### config.mk
export PLATFORM = sky130hd
export DESIGN_NAME = control_hazard_sequencer
export DESIGN_NICKNAME = d
export VERILOG_FILES = /design/src/rtl/control_hazard_sequencer.sv
export SDC_FILE = /design/constraint.sdc
export NUM_CORES = 1
export LEC_CHECK = 0
export BUFFER_PORTS_ARGS = -buffer_cell sky130_fd_sc_hd__buf_4
export CORE_MARGIN = 2
export CORE_UTILIZATION = 35
export CTS_BUF_LIST = sky130_fd_sc_hd__clkbuf_8
export CTS_CLUSTER_SIZE = 8
export DETAILED_ROUTE_END_ITERATION = 10
export GPL_ROUTABILITY_DRIVEN = 0
export PLACE_DENSITY = 0.63
export SYNTH_ARGS = -nofsm -noshare
export SYNTH_HDL_FRONTEND = slang
export SYNTH_SLANG_ARGS = --single-unit
### constraint.sdc
create_clock -name clk -period 5.55 [get_ports clk]
set_input_delay 0.8325 -clock clk [delete_from_list [all_inputs] [get_ports clk]]
set_output_delay 0.8325 -clock clk [all_outputs]
set_load 0.05 [all_outputs]
### src/rtl/control_hazard_sequencer.sv
// Control-hazard sequencer for B/BR/PCS branches sitting beside IF/ID.
// Works out how many bubbles a branch in ID needs from the flag and
// register producers still in flight, then holds the front end for that many
// cycles, honouring external hold and flush.
// Optional build macro: CTRL_HAZ_BR_FWD_EN (EX/MEM->ID forwarding of the BR
// target, which shortens every register hit by one cycle).
module control_hazard_sequencer #(
  parameter int REG_W  = 4,
  parameter int STAGES = 2,
  localparam int CNT_W = $clog2(STAGES + 1)
) (
  input  logic                      clk,
  input  logic                      rst_n,
  input  logic                      trigger,
  input  logic [1:0]                br_type,
  input  logic [REG_W-1:0]          src_reg,
  input  logic                      ex_flag_wr,
  input  logic [STAGES-1:0]         stg_rf_wr,
  input  logic [STAGES*REG_W-1:0]   stg_dst,
  input  logic                      hold,
  input  logic                      flush,
  output logic                      stall,
  output logic [CNT_W-1:0]          stall_remaining,
  output logic                      stall_done
);

  typedef enum logic {
    S_IDLE  = 1'b0,
    S_STALL = 1'b1
  } state_t;

  state_t           r_state;
  state_t           w_state_next;
  // In STALL the counter holds the stall cycles still owed after the current one.
  logic [CNT_W-1:0] r_cnt;
  logic [CNT_W-1:0] w_cnt_next;
  logic             r_done;
  logic             w_done_next;

  logic [CNT_W-1:0] w_stage_need [STAGES];
  logic [CNT_W-1:0] w_reg_need;
  logic [CNT_W-1:0] w_flag_need;
  logic [CNT_W-1:0] w_need;
  logic             w_stall;
  logic [CNT_W-1:0] w_remaining;

  // A producer in stage i that writes the BR target register costs the bubbles
  // needed for it to reach the point where its result becomes visible to ID.
  genvar gi;
  generate
    for (gi = 0; gi < STAGES; gi++) begin : g_stage
      logic w_hit;
      assign w_hit = stg_rf_wr[gi] && (stg_dst[gi*REG_W +: REG_W] == src_reg);
`ifdef CTRL_HAZ_BR_FWD_EN
      assign w_stage_need[gi] = w_hit ? CNT_W'(STAGES - 1 - gi) : '0;
`else
      assign w_stage_need[gi] = w_hit ? CNT_W'(STAGES - gi) : '0;
`endif
    end
  endgenerate

  assign w_flag_need = CNT_W'(ex_flag_wr);

  // Combinational stall need for the branch currently in ID.
  always_comb begin
    w_reg_need = '0;
    w_need     = '0;
    for (int i = 0; i < STAGES; i++) begin
      if (w_stage_need[i] > w_reg_need) begin
        w_reg_need = w_stage_need[i];
      end
    end
    if (trigger) begin
      case (br_type)
        2'd0:    w_need = w_flag_need;
        2'd1:    w_need = (w_reg_need > w_flag_need) ? w_reg_need : w_flag_need;
        default: w_need = '0;
      endcase
    end
  end

  // Next-state, counter, done pulse and stall outputs; flush then reset override.
  always_comb begin
    w_state_next = r_state;
    w_cnt_next   = r_cnt;
    w_done_next  = 1'b0;
    w_stall      = 1'b0;
    w_remaining  = '0;
    case (r_state)
      S_IDLE: begin
        w_stall     = (w_need != '0) && !flush;
        w_remaining = w_stall ? (w_need - CNT_W'(1)) : '0;
        if (w_stall && !hold) begin
          if (w_need > CNT_W'(1)) begin
            w_state_next = S_STALL;
            w_cnt_next   = w_need - CNT_W'(2);
          end else begin
            w_cnt_next  = '0;
            w_done_next = 1'b1;
          end
        end
      end
      S_STALL: begin
        w_stall     = !flush;
        w_remaining = r_cnt;
        if (!hold) begin
          if (r_cnt == '0) begin
            w_state_next = S_IDLE;
            w_done_next  = 1'b1;
          end else begin
            w_cnt_next = r_cnt - CNT_W'(1);
          end
        end
      end
      default: begin
        w_state_next = S_IDLE;
        w_cnt_next   = '0;
      end
    endcase
    if (flush) begin
      w_state_next = S_IDLE;
      w_cnt_next   = '0;
      w_done_next  = 1'b0;
    end
    if (!rst_n) begin
      w_stall     = 1'b0;
      w_remaining = '0;
    end
  end

  // State, counter and done-pulse registers with asynchronous reset.
  always_ff @(posedge clk or negedge rst_n) begin
    if (!rst_n) begin
      r_state <= S_IDLE;
      r_cnt   <= '0;
      r_done  <= 1'b0;
    end else begin
      r_state <= w_state_next;
      r_cnt   <= w_cnt_next;
      r_done  <= w_done_next;
    end
  end

  assign stall           = w_stall;
  assign stall_remaining = w_remaining;
  assign stall_done      = r_done;

endmodule

== Yosys cells after proc, flatten, opt, wreduce, memory -nomap -nowiden ==
Index checks and enable logic that the tools add are counted.

* Bitwise gates (word level): 1
* Muxes and demuxes: 30
* Equal/unequal tests: 6
* Order comparisons: 4
* Add/sub/neg operators: 3
* Reductions and logical operators: 10

{| class="wikitable"
|+ Operators by type and width
! operator !! number
|-
| 2-bit two-way mux || 12
|-
| 1-bit two-way mux || 12
|-
| 2-bit one-hot mux with 2 select lines || 3
|-
| 3-bit != test (second input constant) || 3
|-
| 4-bit equality test || 2
|-
| 1-bit one-hot mux with 2 select lines || 3
|-
| 2-bit by 1-bit greater-than comparator with 1-bit output (second input constant) || 2
|-
| 1-bit logical AND || 4
|-
| 2-bit logical NOT || 2
|-
| 2-bit by 1-bit subtractor with 2-bit output (second input constant) || 2
|-
| 3-bit AND reduction || 1
|-
| 2-bit by 1-bit equality test with 1-bit output (second input constant) || 1
|-
| 1-bit by 2-bit greater-than comparator with 1-bit output || 1
|-
| 2-bit by 1-bit greater-than comparator with 1-bit output || 1
|-
| 1-bit logical NOT || 2
|-
| 2-bit nonzero test || 1
|-
| 2-bit subtractor (second input constant) || 1
|-
| 1-bit NOT || 1
|}

* Logic and storage cells: 57
* Register bits after elaboration: 4
* Output and inout bits: 4
* Input bits: 22

== Logic depth before layout (Yosys ltp) ==
Gate-level depths: netlist of run 1.

* Word-level depth: 17
* Mapped depth: 16
* Gate-level depth less buffers: 16

== Worst setup path after synthesis of run 1 ==
OpenSTA, ideal clock, no wires.

* Path kind: input to output
* Start point: in src_reg[2]
* End point: out stall_remaining[1]
* Setup slack: 0.862 ns
* Stages: 14
* Required time: 4.718 ns
* Data arrival time: 3.856 ns
* Buffers on the path: 0
* Cell sequence: xor2_1 > nor3_2 > and3_1 > nand4bb_1 > ha_1 > or3b_1 > nand2b_1 > nand4bb_1 > o22ai_2 > inv_1 > ha_1 > nor4_1 > a21oi_1 > nor2b_1

* Longest elaborated chain between the ends: 16
* Elaborated cells on any way between the ends: 20
* Those cells by class: add/sub: 1; order compare: 3; eq/ne: 2; mux: 10; reduce/logical: 4

{| class="wikitable"
|+ RTL lines
! what !! line !! RTL
|-
| start: declaration || 16 || <nowiki>input logic [REG_W-1:0] src_reg,</nowiki>
|-
| 4-bit equality test || 53 || <nowiki>assign w_hit = stg_rf_wr[gi] && (stg_dst[gi*REG_W +: REG_W] == src_reg);</nowiki>
|-
| 1-bit logical AND || 53 ||
|-
| 2-bit two-way mux || 57 || <nowiki>assign w_stage_need[gi] = w_hit ? CNT_W'(STAGES - gi) : '0;</nowiki>
|-
| 2-bit by 1-bit greater-than comparator with 1-bit output || 69 || <nowiki>if (w_stage_need[i] > w_reg_need) begin</nowiki>
|-
| 2-bit two-way mux || 69 ||
|-
| 1-bit by 2-bit greater-than comparator with 1-bit output || 69 ||
|-
| 2-bit two-way mux (*) || 69 ||
|-
| 2-bit by 1-bit greater-than comparator with 1-bit output || 76 || <nowiki>2'd1: w_need = (w_reg_need > w_flag_need) ? w_reg_need : w_flag_need;</nowiki>
|-
| 2-bit two-way mux (*) || 76 ||
|-
| 2-bit one-hot mux with 2 select lines (*) || 74 || <nowiki>case (br_type)</nowiki>
|-
| 2-bit two-way mux (*) || 73 || <nowiki>if (trigger) begin</nowiki>
|-
| branches (longest 2 deep; another with 2-bit by 1-bit subtractor with 2-bit output) || n/a ||
|-
| 2-bit two-way mux (*) || 92 || <nowiki>w_remaining = w_stall ? (w_need - CNT_W'(1)) : '0;</nowiki>
|-
| 2-bit one-hot mux with 2 select lines (*) || 89 || <nowiki>case (r_state)</nowiki>
|-
| 2-bit two-way mux (*) || 125 || <nowiki>if (!rst_n) begin</nowiki>
|-
| end: declaration || 23 || <nowiki>output logic [CNT_W-1:0] stall_remaining,</nowiki>
|}

Mark *: on every way between the ends.

== Worst setup path after layout of run 1 ==
Ends and elaborated chain as after synthesis.

==> results.ini, run 1 <==
[route]
firstDrtPassIters = 4
vias_per_cell = 5.05
routed_wl_um = 1140
ant_nets = 0
num_vias = 540
wl_per_cell_um = 10.6
route.detailed.drc = 0
drt_iter0_drc = 4

[sta]
setup_slack_ns = 0.896
drv_slew = 0
finalCriticalPeriod_ns = 4.65
fmax_mhz = 215
finClkSkew_ns = 0.00466
fin_setup_tns_ns = 0
worst_pin_slew_ns = 0.352
final.period_utilization_pct = 83.8
rsz0062_at_grt = false
slew_headroom_pct = 76.6
finalSetupViolCount = 0
hold_viol_final = 0

[cts]
hold_buffers = 0
clkSinkCount = 4
cts_resized = 0
clock_latency_ns = 0.22
cts_buffer_depth = 2
cts_max_level = 1
clk_pin_slew_ns = 0.03
cts_setup_buffers = 0
cts-buffers-inserted = 3
cts_root_buf = clkbuf_8
cts_tree = built

[place]
hpwl_um = 969
io_buffers = 25
pre_cts_slack_ns = 0.861
dpl_cell_area_um2 = 723

[logic_synthesis]
syn_area_per_cell_um2 = 8.03
syn_inst = 65
ys_types = 32
synth.net_count = 92
netlist_area_um2 = 522
yosys_register_bits = 4
yosys_warnings = 0
synth-seq-area-share_pct = 19.2

[cells_and_area]
area_growth_syn_to_layout_pct = 46.5
layout_commonest_cell = buf_4
fin_area_um2 = 764
n_antenna_cell = 0
fillers = 141
nNetsFinal = 121
drive_above_1_share_pct = 38.0
final_cell_mix = 25 x buf_4, 8 x inv_1, 7 x nand2_1

[run]
max_cap_viol_count = 0

[critical_path]
critPathArrivalTime_ns = 3.82
critPathRequiredTime_ns = 4.72
start_kind = input pin
cp_max_fo = 4
critical_path_buf_inv_count = 3
critPathKind = input pin to primary output
path_cells = buf_4 -> xor2_1 -> nor3_2 -> and3_1 -> nand4bb_1 -> ha_1 -> or3b_1 -> nand2b_1 -> nand4bb_1 -> o22ai_2 -> inv_1 -> ha_1 -> nor4_1 -> a21oi_1 -> nor2b_1 -> buf_4
max_stage_delay_ns = 0.37
cp_top_family = simple AND/OR/NAND/NOR gates
reg2reg_slack_ns = 4.14
critical_path.endpoint_type = primary output
cpMaxStageDelayCell = or3b_1

[grt]
grt_pass1_vias = 544
grt_overflow = 0
grt_pass1_wl_um = 1970
grt_usage_pct = 14.1
grt_start_max_net_pins = 12
antenna_found_initial = 0

[pwr]
p_leak_uw = 0.000387
peakVddDrop_mv = 0.191
powerDensity_nw_per_um2 = 159

[floorplanning]
die_height_um = 42.6
design.core.area_um2 = 1350
rows = 13
io_pins = 26
design.die.area_um2 = 1820
die_x_um = 42.6
start_util_pct = 38.6

[worst_hold_path]
hold_class = input pin to async pin

[outcome]
outcome = complete, no violations

-- flip-flops by register name, indices dropped and copies added (netlist names) --
register,flops
stall_done,1
r_state,1
r_cnt,2
-- cells by family (layout without fill, tap and decap cells) --
family | Yosys count | in the layout | share of synthesized area, %
and+or+nand+nor | 26 | 26 | 30.7
AOI/OAI and AO/OA | 16 | 16 | 23.0
buffers and inverters | 9 | 36 | 6.71
adders and majority gates | 5 | 5 | 12.0
xor gates and xnor gates | 5 | 5 | 8.39
DFF | 4 | 4 | 19.2
-- routing by layer --
metal / vias up / global-route usage [%] / part of all wire [%]
met5: - / 0 / 0
met4: 0 / 1.88 / 0
met3: 0 / 6.90 / 8.0
met2: 22 / 25.2 / 48
met1: 233 / 15.2 / 44
li1: 285 / - / -
-- power by group --
part           leakage, uW  internal (uW)  switching, uW
registers        0.0000558           29.5         0.0403
logic             0.000310           17.5           14.1
clock network    0.0000216           46.1           13.9
-- final cells by class --
type,instances,area (um^2),area share [%]
repair buffers,25,188,24.5
well taps,15,18.8,2.45
clock buffers,3,41.3,5.40
multi-input cells,52,387,50.6
flip-flops and latches,4,100,13.1
inverters,8,30.0,3.93
-- Yosys cell counts --
cell	number	area (um^2)
a21oi_2	1	8.76
nor2b_1	1	6.26
nand2b_1	2	12.5
and3b_1	1	8.76
o32ai_2	1	16.3
nor2_1	4	15.0
o31ai_1	1	7.51
a31oi_1	1	6.26
nor3_2	1	10.0
xor2_1	3	26.3
o21ai_0	4	20.0
o22ai_1	1	6.26
dfrtp_1	4	100
or3b_1	1	8.76
nand2_2	1	6.26
and4_4	1	11.3
and2_1	1	6.26
and2b_2	1	8.76
nor4_1	1	6.26
ha_1	5	62.6
o211a_1	1	10.0
buf_2	1	5.00
o22ai_2	1	12.5
a21oi_1	3	15.0
and3_1	1	6.26
inv_1	8	30.0
a222oi_1	1	10.0
xnor2_1	2	17.5
nand2_1	7	26.3
o211ai_1	1	7.51
nand3_1	1	5.00
nand4bb_1	2	22.5
-- final timing paths --
check / start / to / cells after the start
setup / recovery: src_reg[2] / stall_remaining[1] / 16
hold / removal: rst_n / r_cnt[0]$_DFFE_PN0P_ / 1
setup reg to reg: r_cnt[0]$_DFFE_PN0P_ / r_cnt[0]$_DFFE_PN0P_ / 7
hold reg to reg: r_cnt[1]$_DFFE_PN0P_ / r_cnt[1]$_DFFE_PN0P_ / 2
max in group asynchronous: rst_n / stall_done$_DFF_PN0_ / 1
min in group clk: r_cnt[1]$_DFFE_PN0P_ / r_cnt[1]$_DFFE_PN0P_ / 2
-- per-stage QoR --
| stage | cells | total power, uW | utilization [%] | hold WS, ns |
|---|---|---|---|---|
| floorplan | 65 | 44.9 | - | 0.471 |
| global route | 107 | 128 | 56.6 | 0.418 |
| detailed placement | 104 | 61.8 | 53.6 | 0.500 |
| global placement | 104 | 61.4 | 53.6 | 0.502 |
| finish | 107 | 121 | 56.6 | 0.416 |
| CTS | 107 | 123 | 56.6 | 0.414 |
No activity file was read; power rests on OpenSTA's default activity.
==> run 2: changes to the inputs <==
ABC_AREA = 1   (was unset)
PLACE_DENSITY = 0.61   (was 0.63)
clock period = 4.6 ns   (was 5.55 ns; I/O delays follow)
==> results.ini, run 2 <==
[logic_synthesis]
synth-edff-count = 0
syn_inst = 95
synthFlopType = dfrtp_1
synth_top_area_share_pct = 17.3
ys_async_sr_fraction_pct = 100
syn_area_per_cell_um2 = 6.08
yosysMostFrequentCell = nand2_1
synth_area_leaders = dfrtp_1 17%, nand2_1 15%, inv_1 14%, ha_1 11%, nor2_1 7.8%
yosys_register_bits = 4
synth.net_count = 122
synth_commonest_cells = 23 x nand2_1, 21 x inv_1, 12 x nor2_1, 5 x ha_1, 5 x nand2_2
netlist_area_um2 = 578
synth_top_cell_by_area = dfrtp_1
synth-seq-area-share_pct = 17.3
yosys_warnings = 0
ys_types = 20

[sta]
finalCriticalPeriod_ns = 3.54
drv_slew = 0
worst_pin_slew_ns = 0.340
final.period_utilization_pct = 76.9
hold_ws_ns = 0.266
rsz0062_at_grt = false
finClkSkew_ns = 0.00251
slew_headroom_pct = 77.3
fin_setup_tns_ns = 0
hold_viol_final = 0
fmax_mhz = 283
finalSetupViolCount = 0

[cells_and_area]
layout_commonest_cell = buf_4
final_cell_mix = 25 x buf_4, 23 x nand2_1, 21 x inv_1
n_antenna_cell = 0
area_growth_syn_to_layout_pct = 43.1
fin_cells = 139
largest_reg_flops = 2
nNetsFinal = 152
drive_above_1_share_pct = 36.6
top_register = r_cnt

[grt]
antenna_found_initial = 0
grt_usage_pct = 13.5
grt_pass1_vias = 570
grt_overflow = 0
grt_start_max_net_pins = 7
grt_pass1_wl_um = 2030

[cts]
hold_buffers = 0
clkSinkCount = 4
cts_resized = 0
cts_tree = built
clk_pin_slew_ns = 0.03
cts_buffer_depth = 2
cts_root_buf = clkbuf_8
cts_max_level = 1
cts_setup_buffers = 0
cts-buffers-inserted = 3
clock_latency_ns = 0.21

[floorplanning]
start_util_pct = 37.9
io_pins = 26
die_x_um = 44.6
design.core.area_um2 = 1520
design.die.area_um2 = 1990
rows = 14
die_height_um = 44.6

[critical_path]
cp_max_fo = 3
start_kind = input pin
reg2reg_slack_ns = 3.35
critPathArrivalTime_ns = 2.85
critical_path.endpoint_type = primary output
critPathKind = input pin to primary output
critPathRequiredTime_ns = 3.91

[route]
routed_wl_um = 1190
route.detailed.drc = 0
drt_iter0_drc = 8
vias_per_cell = 4.58
wl_per_cell_um = 8.59
num_vias = 636
ant_nets = 0
firstDrtPassIters = 2

[pwr]
clockPowerShare_pct = 46.6
p_seq_share_pct = 23.8
powerDensity_nw_per_um2 = 187
intPower_uw = 115
p_leak_uw = 0.000474
share_comb_of_total_power_pct = 29.6
swShare_pct = 26.0
switching_power_uw = 40.3
peakVddDrop_mv = 0.0858

[run]
max_cap_viol_count = 0

[worst_hold_path]
hold_class = input pin to async pin

[outcome]
outcome = complete, no violations

[place]
io_buffers = 25
dp.cells = 136
hpwl_um = 1080

## run 2: changes by cell type after synthesis, moves of 4 or more
| cell | before | now |
|---|---|---|
| inv_1 | 8 | 21 |
| nand2_1 | 7 | 23 |
| nand2_2 | 1 | 5 |
| nor2_1 | 4 | 12 |
## run 2: worst paths after layout
check | from | to | cells past startpoint
max | src_reg[2] | stall_remaining[1] | 17
min in group clk | r_cnt[0]$_DFFE_PN0P_ | r_cnt[0]$_DFFE_PN0P_ | 2
max in group asynchronous | rst_n | stall_done$_DFF_PN0_ | 1
max reg2reg | r_cnt[0]$_DFFE_PN0P_ | r_cnt[0]$_DFFE_PN0P_ | 5
min reg2reg | r_cnt[0]$_DFFE_PN0P_ | r_cnt[0]$_DFFE_PN0P_ | 2
min | rst_n | r_cnt[0]$_DFFE_PN0P_ | 1
## run 2: area by class of cell
type                    instances  area (um^2)
inverters                      24         90.1
multi-input cells              67          388
fillers                       166          697
clock buffers                   3         41.3
well taps                      16         20.0
flip-flops and latches          4          100
repair buffers                 25          188
## run 2: kinds of logic (layout without fill, tap and decap cells)
family,Yosys count,after routing,share of synthesized area (%)
DFF,4,4,17.3
xor gates and xnor gates,2,2,3.03
adders and majority gates,5,5,10.8
and+or+nand+nor,49,49,38.5
buffers and inverters,24,52,15.6
AOI/OAI and AO/OA,11,11,14.7
## run 2: stage by stage
step / utilization, % / setup slack (ns) / total power, uW / area [um^2]
after global routing: 54.3 / 0.700 / 166 / 827
after global placement: 51.6 / 1.12 / 83.0 / 786
final: 54.3 / 1.06 / 155 / 827
after floorplan: - / 0.817 / 62.1 / 578
after detailed placement: 51.6 / 1.06 / 83.7 / 786
after CTS: 54.3 / 1.04 / 158 / 827
## run 2: power groups by stage
| stage | Clock [uW] | Sequential, uW | Combinational (uW) |
|---|---|---|---|
| 6_report | 72.2 | 36.9 | 45.8 |
| 5_1_grt | 77.2 | 37.0 | 51.9 |
| 4_1_cts | 74.3 | 36.9 | 46.6 |
| 3_5_place_dp | 0 | 37.2 | 46.5 |
| 3_3_place_gp | 0 | 37.3 | 45.7 |
| 2_1_floorplan | 0 | 37.5 | 24.6 |
## run 2: metal layers
metal,vias up,part of all wire [%],global-route usage (%)
met5,-,0,0
met4,0,0,7.27
met3,0,5.0,1.22
met2,20,51,25.5
li1,345,-,-
met1,271,44,14.4
## run 2: worst max-delay path: stages
cell     delay [ns]
buf_4          0.12
xnor2_1        0.14
nand3_1        0.08
nor2_1         0.14
nand2_1        0.07
ha_1           0.27
nor2_1         0.15
nand3_1        0.10
nand2_1        0.09
nand2_2        0.07
ha_1           0.22
nor2_1         0.10
inv_1          0.06
nor2_1         0.14
nand2_1        0.08
a21oi_1        0.13
buf_4          0.21
==> run 3: changes to the inputs <==
clock period = 3.6 ns   (was 4.6 ns; I/O delays follow)
==> results.ini, run 3 (synthesis gave the netlist of run 2 again) <==
[sta]
finClkSkew_ns = 0.00379
slew_headroom_pct = 77.7
worst_pin_slew_ns = 0.333
finalSetupViolCount = 0
rsz0062_at_grt = false
fin_setup_tns_ns = 0
drv_slew = 0
finalCriticalPeriod_ns = 3.22
fmax_mhz = 310
hold_viol_final = 0
final.period_utilization_pct = 89.5

[outcome]
outcome = complete, no violations

[cts]
cts_setup_buffers = 0
cts-buffers-inserted = 3
clk_pin_slew_ns = 0.03
clkSinkCount = 4
cts_max_level = 1
cts_root_buf = clkbuf_8
cts_buffer_depth = 2
cts_resized = 0
cts_tree = built
hold_buffers = 0
clock_latency_ns = 0.22

[run]
max_cap_viol_count = 0

[route]
wl_per_cell_um = 8.78
top_layer_used = met4
routed_wl_um = 1220
wl_met3_um = 98
vias_per_cell = 4.50
drt_iter0_drc = 6
num_vias = 626
route.detailed.drc = 0
wl_met2_um = 614
wirelength_met1_um = 485
firstDrtPassIters = 4
ant_nets = 0

[cells_and_area]
area_growth_syn_to_layout_pct = 43.1
layout_commonest_cell = buf_4
n_antenna_cell = 0
drive_above_1_share_pct = 36.6
largest_reg_flops = 2
nNetsFinal = 152
final_cell_mix = 25 x buf_4, 23 x nand2_1, 21 x inv_1
fin_area_um2 = 827
fin_util_pct = 54.3
top_register = r_cnt

[critical_path]
critical_path.endpoint_type = primary output
critPathArrivalTime_ns = 2.68
timing.rr.start = r_cnt[0]$_DFFE_PN0P_
start_kind = input pin
cpMaxStageDelayCell = ha_1
max_stage_delay_ns = 0.27
path_cells = buf_4 -> xnor2_1 -> nand3_1 -> nor2_1 -> nand2_1 -> ha_1 -> nor2_1 -> nor2_1 -> a21oi_2 -> nand2_1 -> nand2_2 -> ha_1 -> nor2_1 -> inv_1 -> nor2_1 -> nand2_1 -> a21oi_1 -> buf_4
critPathRequiredTime_ns = 3.06
cp_max_fo = 3
crit_top_cell = nor2_1
cp-startpoint = src_reg[2]
critPathKind = input pin to primary output

[place]
io_buffers = 25
dpl_cell_area_um2 = 786
hpwl_um = 1100

[pwr]
powerDensity_nw_per_um2 = 243
p_leak_uw = 0.000474
peakVddDrop_mv = 0.122

[floorplanning]
start_util_pct = 37.9
rows = 14
io_pins = 26
die_x_um = 44.6
die_height_um = 44.6
design.die.area_um2 = 1990
design.core.area_um2 = 1520

[worst_hold_path]
hold_class = input pin to async pin

[grt]
antenna_found_initial = 0
grt_start_max_net_pins = 7
grt_pass1_vias = 599
grt_overflow = 0
grt_usage_pct = 15.8
grt_pass1_wl_um = 2300

run 3: final cells by class:
cell class | instances | area [um^2]
Tap cell | 16 | 20.0
Clock buffer | 3 | 41.3
Timing Repair Buffer | 25 | 188
Fill cell | 158 | 697
Multi-Input combinational cell | 67 | 388
Sequential cell | 4 | 100
Inverter | 24 | 90.1
run 3: path summary, 6_finish.rpt:
kind                                        end  slack, ns  cells after the start
max in group asynchronous  r_cnt[0]$_DFFE_PN0P_       3.38                      1
min                           r_state$_DFF_PN0_       0.11                      1
max                          stall_remaining[1]       0.38                     18
max reg2reg                r_cnt[0]$_DFFE_PN0P_       2.35                      5
min reg2reg                r_cnt[0]$_DFFE_PN0P_       0.58                      2
min in group clk           stall_done$_DFF_PN0_       0.52                      2
run 3: critical path: cells and delay by family:
kind | cells | cell delay (ns)
AND/OR/NAND/NOR | 10 | 0.91
buffers and inverters | 3 | 0.39
AO/OA/AOI/OAI | 2 | 0.20
adder cells (fa/ha/maj) | 2 | 0.49
XOR/XNOR | 1 | 0.14
run 3: where the power goes:
group / total, uW / switching [uW] / leakage, uW / internal (uW)
Combinational: 58.8 / 29.8 / 0.000398 / 29.0
Clock: 95.0 / 23.7 / 0.0000216 / 71.3
Sequential: 47.1 / 0.755 / 0.0000544 / 46.4
Total: 201 / 54.2 / 0.000474 / 147
run 3: through the flow:
step	power, uW	hold slack, ns	cells	setup WS [ns]
after floorplan	79.3	0.244	95	0.117
after global placement	106	0.341	136	0.444
after detailed placement	107	0.341	136	0.378
after CTS	204	0.111	139	0.363
after global routing	216	0.113	139	0.0380
final	201	0.111	139	0.377
run 3: routing by layer:
metal | vias up | global-route usage, %
met5 | - | 0
met3 | 3 | 3.27
met2 | 27 | 28.4
met4 | 0 | 9.09
met1 | 255 | 16.6
li1 | 341 | -
